## src/rtl/icache_loader.sv

```systemverilog
// rtl/icache_loader.sv - byte-stream loader that fills a 16-bit instruction cache
//
// Purpose:
//   Accepts a little-endian byte stream: a 16-bit halfword count N, then N halfwords.
//   Each halfword is written to cache cell base_index + k (k = 0..N-1).
//   A load whose cells would not fit in DEPTH sets a sticky error and performs no writes.
//
// Ports:
//   clk, rst                 clock, synchronous active-high reset
//   start, base_index        load request (honoured only when idle) and first cell index
//   in_byte, in_valid        incoming stream byte and its valid qualifier
//   in_ready                 loader can take a byte this cycle
//   write_enable             one-cycle write strobe per halfword
//   write_instruction_index  target cell of the write
//   write_instruction        halfword being written
//   busy, done, error        status: not idle / completion pulse / sticky length error
module icache_loader #(
  parameter int unsigned DEPTH = 256
) (
  input  logic        clk,
  input  logic        rst,
  input  logic        start,
  input  logic [31:0] base_index,
  input  logic [7:0]  in_byte,
  input  logic        in_valid,
  output logic        in_ready,
  output logic        write_enable,
  output logic [31:0] write_instruction_index,
  output logic [15:0] write_instruction,
  output logic        busy,
  output logic        done,
  output logic        error
);

  typedef enum logic [2:0] {
    IDLE,
    LEN_LO,
    LEN_HI,
    DATA_LO,
    DATA_HI,
    WRITE,
    FINISH
  } state_t;

  localparam logic [32:0] DEPTH33 = 33'(DEPTH);

  state_t      state;
  state_t      state_next;
  logic [31:0] base_q;
  logic [7:0]  len_lo_q;
  logic [15:0] count_q;
  logic [15:0] k_q;
  logic [7:0]  low_q;

  logic        xfer;
  logic [15:0] len_full;
  logic [32:0] end_index;
  logic        len_bad;
  logic [16:0] k_inc;
  logic        more;

  assign in_ready     = (state == LEN_LO) || (state == LEN_HI) ||
                        (state == DATA_LO) || (state == DATA_HI);
  assign write_enable = (state == WRITE);
  assign busy         = (state != IDLE);
  assign done         = (state == FINISH);
  assign xfer         = in_valid & in_ready;

  // Count as it will be once the high byte lands; the range check is 33 bits wide
  // so a base near 2^32 cannot wrap around and pass.
  assign len_full  = {in_byte, len_lo_q};
  assign end_index = {1'b0, base_q} + {17'b0, len_full};
  assign len_bad   = ({17'b0, len_full} > DEPTH33) || (end_index > DEPTH33);

  assign k_inc = {1'b0, k_q} + 17'd1;
  assign more  = k_inc < {1'b0, count_q};

  always_ff @(posedge clk) begin
    if (rst) begin
      state <= IDLE;
    end else begin
      state <= state_next;
    end
  end

  always_comb begin
    state_next = state;
    case (state)
      IDLE:    if (start) state_next = LEN_LO;
      LEN_LO:  if (xfer) state_next = LEN_HI;
      LEN_HI: begin
        if (xfer) begin
          if (len_full == 16'd0) state_next = FINISH;
          else if (len_bad)      state_next = IDLE;
          else                   state_next = DATA_LO;
        end
      end
      DATA_LO: if (xfer) state_next = DATA_HI;
      DATA_HI: if (xfer) state_next = WRITE;
      WRITE:   state_next = more ? DATA_LO : FINISH;
      FINISH:  state_next = IDLE;
      default: state_next = IDLE;
    endcase
  end

  always_ff @(posedge clk) begin
    if (rst) begin
      base_q                  <= '0;
      len_lo_q                <= '0;
      count_q                 <= '0;
      k_q                     <= '0;
      low_q                   <= '0;
      write_instruction_index <= '0;
      write_instruction       <= '0;
      error                   <= 1'b0;
    end else begin
      case (state)
        IDLE: begin
          if (start) begin
            base_q <= base_index;
            k_q    <= '0;
            error  <= 1'b0;
          end
        end
        LEN_LO: begin
          if (xfer) len_lo_q <= in_byte;
        end
        LEN_HI: begin
          if (xfer) begin
            count_q <= len_full;
            k_q     <= '0;
            if ((len_full != 16'd0) && len_bad) error <= 1'b1;
          end
        end
        DATA_LO: begin
          if (xfer) low_q <= in_byte;
        end
        DATA_HI: begin
          if (xfer) begin
            write_instruction       <= {in_byte, low_q};
            write_instruction_index <= base_q + {16'b0, k_q};
          end
        end
        WRITE: begin
          k_q <= k_inc[15:0];
        end
        default: begin
        end
      endcase
    end
  end

endmodule

```

## config.mk

```make
export PLATFORM = sky130hd
export DESIGN_NAME = icache_loader
export DESIGN_NICKNAME = d
export VERILOG_FILES = /design/src/rtl/icache_loader.sv
export SDC_FILE = /design/constraint.sdc
export NUM_CORES = 1
export LEC_CHECK = 0
export CAP_MARGIN = 5
export CORE_MARGIN = 5
export CORE_UTILIZATION = 30
export DETAILED_ROUTE_END_ITERATION = 12
export GPL_TIMING_DRIVEN = 0
export PLACE_DENSITY_LB_ADDON = 0.08
export SLEW_MARGIN = 20
export SYNTH_ARGS = -nofsm -noshare
export SYNTH_HDL_FRONTEND = slang
export SYNTH_SLANG_ARGS = --single-unit
```

## constraint.sdc

```tcl
create_clock -name clk -period 8.5 [get_ports clk]
set_clock_uncertainty 0.05 [all_clocks]
set_input_delay 0.85 -clock clk [delete_from_list [all_inputs] [get_ports clk]]
set_output_delay 0.85 -clock clk [all_outputs]
set_load 0.01 [all_outputs]
```

==> impl_results.md, run 1 <==
* Relative slew slack at 31.4%
* Setup-failing EPs final at 0
* Critical Path Max Stage Delay at 0.71 ns
* Gpl congestion at 0.862
* Largest net degree at the start of global routing at 17
* Input/output buffers at 94
* CTS buffer count at 17
* Most frequent cells in the layout: nand2_1 (231), a21oi_1 (148), dfxtp_1 (132), clkdlybuf4s50_1 (94), nor2_1 (76)
* Top FF cell, synth: dfxtp_1
* Share of cells above drive strength 1 at 4.81%
* Vias in the first global route at 7690
* P&R area growth vs syn at 24.2%
* Routed length per instance at 18.4 µm
* DR pass1 iterations at 8
* 1st-iter DRT viols at 627
* Clk buf depth at 2
* Period utilization at 48.1%
* Die area at 0.0302 mm²
* Highest Clock Rate at 245 MHz
* Setup CP Type: in2reg
* Final core occ at 37.4%
* Clk root buf: clkbuf_16
* Status: finished clean
* Final non-filler cell total at 1567
* Nets@finish at 1307
* Initial Util at 30.1%
* CP max stage cell: clkdlybuf4s50_1
* Crit end category: flip-flop
* Final Hold Viols at 0
* Worst-path clk slew at 0.06 ns
* Max-cap violations at 0
* Final wirelength at 28800 µm
* Setup ws final at 4.41 ns
* Pins Over Slew Limit at 0
* Post-synth top area share at 32.8%
* Post-synthesis cell count at 1100
* Die H at 174 µm
* Pwr dens at 165 mW/mm²
* Placed cells at 1535
* Number of synthesized register bits at 132
* Arr. time, crit path at 4.35 ns
* Congestion Overflow GR at 0
* CORE AREA at 0.0267 mm²
* RSZ-0062 raised after global routing: no
* Place WS at 3.94 ns
* Peak VDD IR at 0.0932 mV
* Post-synth ARST share at 0%
* CTS sink count at 132
* Post-CTS Setup Bufs at 0
* Die Width at 174 µm
* Via count at 8096
* Routed Antenna Nets at 0
* H-tree Lvls at 4
* P_leak at 3.62 nW
* All-Layer GR Usage at 18.8%
* Synth Cell Area at 0.00805 mm²
* Synth area leaders: dfxtp_1 (33%), nand2_1 (11%), a21oi_1 (9.2%)
* Cells along the critical path: clkdlybuf4s50_1, ha_1, buf_2, nand2_1, o21ba_2, o211a_1, or4_1, a22o_1, nor4_2, o2111ai_1, o31a_1
* FP Rows at 60
* Final HPWL DP at 22400 µm
* I/O Pins at 97
* CP Launch Type: input port
* Area leader, netlist: dfxtp_1
* Commonest non-fill, non-tap cell in the layout: nand2_1
* Total of warnings raised by yosys at 0
* Average cell area after synthesis at 7.32 µm²
* Initial antenna violation count at 0
* Largest fanout on the critical path at 10
* Syn Nets at 1194
* Overall power at 1.65 mW
* Setup TNS at 0 ns
* Antenna cells at 0
* Min Tclk post-route at 4.09 ns
* Post-CTS sizing at 0
* CTS tree: built
* Seq/Total Area, Yosys at 32.8%
* # hold bufs at CTS at 0
* DRC viols at 0
* Hold Path Class: reg2reg
* Global-route wire length before repair at 44800 µm
* Clk Latency, worst-skew pair at 0.43 ns
* Worst endpoint required time at 8.77 ns
* Post-synthesis cell type count at 64
* Slew @ Worst Pin at 1.02 ns
* Vias per inst at 5.17
* EDFF count, synth at 0
## cells in the mapped netlist, types with 11 or more instances
master	number
dfxtp_1	132
nand4_1	16
nor3_1	33
ha_1	48
a21o_1	13
and3_1	11
nand3_1	27
inv_1	37
a211oi_1	16
o21ai_0	50
xor2_1	17
nor2_1	76
nand2_1	231
a21oi_1	148
clkbuf_1	50
xnor2_1	26
or3_1	15
## layer usage
metal  GRT usage, %  vias up  wire length [µm]
met1           27.1     3787             14400
met5              0        -                 0
met2           29.7      173             13000
met4           4.16        0               234
li1               -     4119                 -
met3           2.64       17              1230
## per-stage QoR
| stage | hold WS, ns | instance area [µm²] |
|---|---|---|
| after floorplan | 0.382 | 8050 |
| after global placement | 0.393 | 9420 |
| after detailed placement | 0.393 | 9420 |
| after CTS | 0.403 | 10000 |
| after global routing | 0.420 | 10000 |
| final | 0.402 | 10000 |
## worst paths after layout
check                                          start                    to  slack, ns  cells after the start
worst max register to register                k_q[0]              state[0]       4.83                     14
worst min register to register  write_instruction[8]  write_instruction[8]       0.40                      2
worst max-delay path                      in_byte[5]                 error       4.41                     11
worst min-delay path            write_instruction[8]  write_instruction[8]       0.40                      2
## critical path, delay by kind of cell
kind                     cells  cell delay [ns]
AND/OR/NAND/NOR              3             0.72
adder cells (fa/ha/maj)      1             0.44
buffers and inverters        2             0.92
AO/OA/AOI/OAI                5             1.42
## power breakdown
| part | internal [mW] | leakage [nW] | switching, mW |
|---|---|---|---|
| clock | 0.434 | 0.280 | 0.317 |
| combinational | 0.0922 | 2.27 | 0.155 |
| sequential | 0.636 | 1.07 | 0.0205 |
## cell families (layout without fill, tap and decap cells)
group / Yosys count / count (layout) / share of synthesized area (%)
AO/OA/AOI/OAI: 311 / 311 / 23.6
XOR/XNOR: 43 / 43 / 4.68
adder cells (fa/ha/maj): 50 / 50 / 7.95
buffers and inverters: 103 / 229 / 4.99
flip-flops: 132 / 132 / 32.8
multiplexers: 4 / 4 / 0.513
AND/OR/NAND/NOR: 457 / 457 / 25.5
## sequential cells by signal (all words and copies together) (netlist names)
name / cells
state: 3
low_q: 8
error: 1
write_instruction: 16
k_q: 16
count_q: 16
base_q: 32
len_lo_q: 8
write_instruction_index: 32
## cell type report
class	instances	area [µm²]
fill	2901	16700
buffer	66	263
multi-input combinational	865	5010
timing repair buffer	94	941
clock buffer	17	425
sequential	132	2640
inverter	37	139
clock inverter	15	155
tap	341	427
Note: power is estimated with default switching activity, not from simulation.
==> run 2, diff against run 1 <==
==> constraint.sdc (replaced) <==
create_clock -name clk -period 3.5 [get_ports clk]
set_clock_uncertainty 0.05 [all_clocks]
set_input_delay 0.35 -clock clk [delete_from_list [all_inputs] [get_ports clk]]
set_output_delay 0.35 -clock clk [all_outputs]
set_load 0.01 [all_outputs]
==> impl_results.md, run 2 (synthesized netlist as in run 1, its figures left out) <==
* Status: finished clean
* Die Width at 174 µm (unchanged)
* Placed cells at 1535 (unchanged)
* CTS buffer count at 17 (unchanged)
* CTS tree: built
* Input/output buffers at 94 (unchanged)
* Routed Antenna Nets at 0 (unchanged)
* DR pass1 iterations at 6 (-2)
* Setup CP Type: in2reg
* Antenna cells at 0 (unchanged)
* Most frequent cells in the layout: nand2_1 (231), a21oi_1 (148), dfxtp_1 (130), clkdlybuf4s50_1 (90), nor2_1 (75)
* Initial Util at 30.1% (unchanged)
* Clk buf depth at 2 (unchanged)
* Share of cells above drive strength 1 at 5.71% (+0.90 points)
* Vias in the first global route at 7701 (+0.14%)
* # hold bufs at CTS at 0 (unchanged)
* Hold Path Class: in2reg
* Clk root buf: clkbuf_16
* RSZ-0062 raised after global routing: no
* Period utilization at 95.6%
* Die area at 0.0302 mm² (unchanged)
* CP Launch Type: input port
* All-Layer GR Usage at 18.8% (about the same)
* Die H at 174 µm (unchanged)
* Nets@finish at 1306 (-0.077%)
* Final wirelength at 28900 µm (+0.16%)
* 1st-iter DRT viols at 587 (-6.4%)
* Commonest non-fill, non-tap cell in the layout: nand2_1
* Clk Latency, worst-skew pair at 0.43 ns (about the same)
* Largest fanout on the critical path at 6 (-4)
* I/O Pins at 97 (unchanged)
* Slew @ Worst Pin at 1.01 ns (-0.0154 ns)
* Setup ws final at 0.156 ns (-4.26 ns)
* Place WS at -0.560 ns (-4.50 ns)
* DRC viols at 0 (unchanged)
* Biggest registers after layout: base_q x32, write_instruction_index x32
* Pins Over Slew Limit at 0 (unchanged)
* Setup TNS at 0 ns (unchanged)
* Global-route wire length before repair at 44800 µm (+0.11%)
* Peak VDD IR at 0.226 mV (+140%)
* Final Hold Viols at 0 (unchanged)
* Largest net degree at the start of global routing at 17 (unchanged)
* Worst-path clk slew at 0.06 ns (about the same)
* P&R area growth vs syn at 24.8%
* H-tree Lvls at 4 (unchanged)
* CTS sink count at 132 (unchanged)
* Relative slew slack at 32.4% (+1.0 points)
* CORE AREA at 0.0267 mm² (unchanged)
* Pwr dens at 400 mW/mm² (+140%)
* Final core occ at 37.6% (+0.18 points)
* Final HPWL DP at 22400 µm (unchanged)
* Overall power at 4.02 mW (+140%)
* Routed length per instance at 18.4 µm (+0.22%)
* Via count at 8097 (+0.012%)
* Gpl congestion at 0.862 (unchanged)
* FP Rows at 60 (unchanged)
* P_leak at 3.66 nW (+1.0%)
* Arr. time, crit path at 3.61 ns (-0.74 ns)
* Vias per inst at 5.17 (about the same)
* Crit end category: flip-flop
* Highest Clock Rate at 299 MHz
* Min Tclk post-route at 3.34 ns
* Initial antenna violation count at 0 (unchanged)
* Worst endpoint required time at 3.77 ns (-5.00 ns)
* Congestion Overflow GR at 0 (unchanged)
* Final non-filler cell total at 1566 (-0.064%)
* Setup-failing EPs final at 0 (unchanged)
* Max-cap violations at 0 (unchanged)
-- run 2: changes by cell type in the layout (fill, tap and decap cells not counted), sizes merged --
cell | before | now
clkbuf | 71 | 70
dlymetal6s2s | 0 | 1
clkdlybuf4s50 | 94 | 90
dlygate4sd2 | 0 | 3
-- run 2: worst paths after layout --
path	slack, ns	startpoint	endpoint	cells after the start
max	0.16	in_byte[3]	error	10
min	0.37	in_byte[6]	low_q[6]	3
max reg2reg	0.19	base_q[1]	error	9
min reg2reg	0.40	write_instruction[8]	write_instruction[8]	2
-- run 2: area by class of cell --
class                           count  area, µm²
Buffer                             65        260
Timing Repair Buffer               94        940
Inverter                           37        139
Multi-Input combinational cell    865       5060
Sequential cell                   132       2650
Clock buffer                       17        425
Clock inverter                     15        155
Tap cell                          341        427
Fill cell                        2912      16700
-- run 2: where the power goes --
part	switching, mW	total (mW)	internal [mW]
combinational	0.379	0.603	0.224
sequential	0.0500	1.59	1.54
clock	0.769	1.82	1.05
total	1.20	4.02	2.82
-- run 2: repair_timing --
action | in CTS | in global routing
buffers inserted | 0 | 0
gates resized for setup | 7 | 12
pin swaps | 0 | 2
setup endpoints to repair | 4 | 8
-- run 2: stage by stage --
step                      instance area, µm²  hold WS [ns]
after floorplan                         8050         0.382
after global placement                  9420         0.393
after detailed placement                9420         0.393
after CTS                              10000         0.353
after global routing                   10100         0.377
final                                  10100         0.375
-- run 2: worst max-delay path, stage by stage --
cell             delay [ns]
clkdlybuf4s50_1        0.84
ha_1                   0.32
a21oi_1                0.12
o21ba_2                0.27
o211a_1                0.23
or4_1                  0.40
a22o_1                 0.22
nor4_2                 0.20
o2111ai_1              0.30
o31a_1                 0.35
-- run 2: routing by layer --
layer  routed length (µm)  GRT usage [%]
met2                13000           29.8
met1                14500           27.2
met4                  260           4.16
met3                 1060           2.64
met5                    0              0
==> run 3, diff against run 2 <==
--- a/config.mk
+++ b/config.mk
@@ -10,7 +10,8 @@
 export CORE_UTILIZATION = 30
 export DETAILED_ROUTE_END_ITERATION = 12
 export GPL_TIMING_DRIVEN = 0
-export PLACE_DENSITY_LB_ADDON = 0.08
+export PLACE_DENSITY = 0.56
+export SKIP_LAST_GASP = 1
 export SLEW_MARGIN = 20
 export SYNTH_ARGS = -nofsm -noshare
 export SYNTH_HDL_FRONTEND = slang
==> constraint.sdc (replaced) <==
create_clock -name clk -period 4.1 [get_ports clk]
set_clock_uncertainty 0.05 [all_clocks]
set_input_delay 0.41 -clock clk [delete_from_list [all_inputs] [get_ports clk]]
set_output_delay 0.41 -clock clk [all_outputs]
set_load 0.01 [all_outputs]
==> impl_results.md, run 3 (synthesized netlist as in run 1, its figures left out) <==
* Largest net degree at the start of global routing at 17 (unchanged)
* Pwr dens at 339 mW/mm² (-15%)
* RSZ-0062 raised after global routing: no
* Nets@finish at 1307 (+0.077%)
* Via count at 8216 (+1.5%)
* Worst-path clk slew at 0.07 ns (about the same)
* Global-route wire length before repair at 42700 µm (-4.7%)
* Arr. time, crit path at 4.03 ns (+0.42 ns)
* Clk root buf: clkbuf_16
* Initial Util at 30.1% (unchanged)
* DRC viols at 0 (unchanged)
* Routed Antenna Nets at 0 (unchanged)
* Clk buf depth at 2 (unchanged)
* CTS buffer count at 17 (unchanged)
* Peak VDD IR at 0.288 mV (+27%)
* Area post-placement at 0.00942 mm² (unchanged)
* # hold bufs at CTS at 0 (unchanged)
* Congestion Overflow GR at 0 (unchanged)
* Setup TNS at 0 ns (unchanged)
* Input/output buffers at 94 (unchanged)
* Relative slew slack at 34.8% (+2.4 points)
* Commonest non-fill, non-tap cell in the layout: nand2_1
* Most frequent cells in the layout: nand2_1 (231), a21oi_1 (148), dfxtp_1 (132), clkdlybuf4s50_1 (94), nor2_1 (76)
* Post-CTS sizing at 0 (-7)
* Pins Over Slew Limit at 0 (unchanged)
* Crit end category: flip-flop
* Min Tclk post-route at 3.73 ns
* Hold path depth at 2 (-1)
* Share of cells above drive strength 1 at 4.81% (-0.90 points)
* Worst endpoint required time at 4.40 ns (+0.63 ns)
* Buf/Inv on CP at 0 (-1)
* CTS sink count at 132 (unchanged)
* Vias per inst at 5.24 (+1.4%)
* Worst Reg-to-Reg Cells at 14 (+5)
* FF-to-FF setup slack at 0.37 ns (+0.18 ns)
* Final instance area at 0.0100 mm² (-0.49%)
* Die Width at 174 µm (unchanged)
* Register area at 0.00264 mm² (about the same)
* Met2 global-route usage at 28.1% (-1.6 points)
* Busiest grt layer: met2
* Clk Latency, worst-skew pair at 0.44 ns (about the same)
* Highest Clock Rate at 268 MHz
* All-Layer GR Usage at 17.7% (-1.1 points)
* Cells along the critical path: ha_1, nand3_1, or4_1, nor3_1, xor2_1, ha_1, a21o_1, nand2_1, nand3b_1, a31o_2, nor2_1, nand2_1, a21o_1, o31ai_1
* CP max stage cell: or4_1
* Largest fanout on the critical path at 7 (+1)
* Die area at 0.0302 mm² (unchanged)
* P&R area growth vs syn at 24.2%
* Setup CP Type: reg2reg
* Die H at 174 µm (unchanged)
* Routed length per instance at 17.5 µm (-5.2%)
* Vias in the first global route at 7468 (-3.0%)
* Filler Cell Count at 2829 (-2.9%)
* Global routing usage on met1 at 25.3% (-1.9 points)
* Area of the multi-input gates at 0.00501 mm² (-0.99%)
* Hold Path Class: reg2reg
* Critical Path Max Stage Delay at 0.65 ns (-0.19 ns)
* CORE AREA at 0.0267 mm² (unchanged)
* Final Hold Viols at 0 (unchanged)
* Slew @ Worst Pin at 0.971 ns (-0.0355 ns)
* 1st-iter DRT viols at 722 (+23%)
* Period utilization at 90.9%
* Met3 GRT Util at 2.33% (-0.31 points)
* I/O Pins at 97 (unchanged)
* Final HPWL DP at 20900 µm (-6.9%)
* H-tree Lvls at 4 (unchanged)
* Worst path depth at 14 (+4)
* P_leak at 3.62 nW (-1.1%)
* DR pass1 iterations at 5 (-1)
* Biggest registers after layout: base_q x32, write_instruction_index x32
* CP Launch Type: flip-flop
* Max-cap violations at 0 (unchanged)
* Setup-failing EPs final at 0 (unchanged)
* FP Rows at 60 (unchanged)
* Antenna cells at 0 (unchanged)
* CTS tree: built
* Post-CTS Setup Bufs at 0 (unchanged)
* Final wirelength at 27400 µm (-5.1%)
* Initial antenna violation count at 0 (unchanged)
* Status: finished clean
* CP top delay family: simple AND/OR/NAND/NOR gates
* Gpl congestion at 0.913 (+5.9%)
[run 3: cell types whose count changed in the layout (fill, tap and decap cells not counted), sizes merged]
| cell | change |
|---|---|
| inv | +6 |
| clkbuf | +1 |
| bufinv | -2 |
| clkdlybuf4s50 | +4 |
| dlygate4sd2 | -3 |
| dlymetal6s2s | -1 |
| clkinv | -4 |
[run 3: area by class of cell]
cell class / count / share of cell area, %
well taps: 341 / 4.27
flip-flops and latches: 132 / 26.4
repair buffers: 94 / 9.41
clock inverters: 15 / 1.55
clock buffers: 17 / 4.25
plain buffers: 66 / 2.63
inverters: 37 / 1.39
multi-input cells: 865 / 50.1
[run 3: final timing paths]
path	start	to
hold / removal	write_instruction_index[7]	write_instruction_index[7]
setup / recovery	k_q[0]	state[0]
hold reg to reg	write_instruction_index[7]	write_instruction_index[7]
setup reg to reg	k_q[0]	state[0]
[run 3: per-layer routing]
metal	routed length [µm]	part of all wire (%)
met2	12300	45
met1	13100	48
met5	0	0
met3	1400	5.1
met4	541	2.0
[run 3: metrics by stage]
| step | instances | total power, mW | util (%) | hold WS, ns | worst slack (ns) |
|---|---|---|---|---|---|
| after detailed placement | 1535 | 1.89 | 35.3 | 0.396 | 0.0799 |
| final | 1567 | 3.39 | 37.4 | 0.401 | 0.375 |
| after floorplan | 1100 | 1.70 | - | 0.382 | 1.01 |
| after global placement | 1535 | 1.89 | 35.3 | 0.390 | 0.105 |
| after CTS | 1567 | 3.40 | 37.4 | 0.401 | 0.433 |
| after global routing | 1567 | 3.52 | 37.4 | 0.419 | 0.235 |
[run 3: worst reg2reg max path: cells and delay by family, from the launching register on]
| kind | cells | cell delay [ns] |
|---|---|---|
| AOI/OAI and AO/OA | 4 | 0.67 |
| xor gates and xnor gates | 1 | 0.29 |
| and+or+nand+nor | 7 | 1.56 |
| adders and majority gates | 2 | 0.61 |
| DFF | 1 | 0.47 |
[run 3: report_power, final]
part / switching (mW) / internal, mW
clock network: 0.706 / 0.811
registers: 0.0418 / 1.32
logic: 0.320 / 0.192
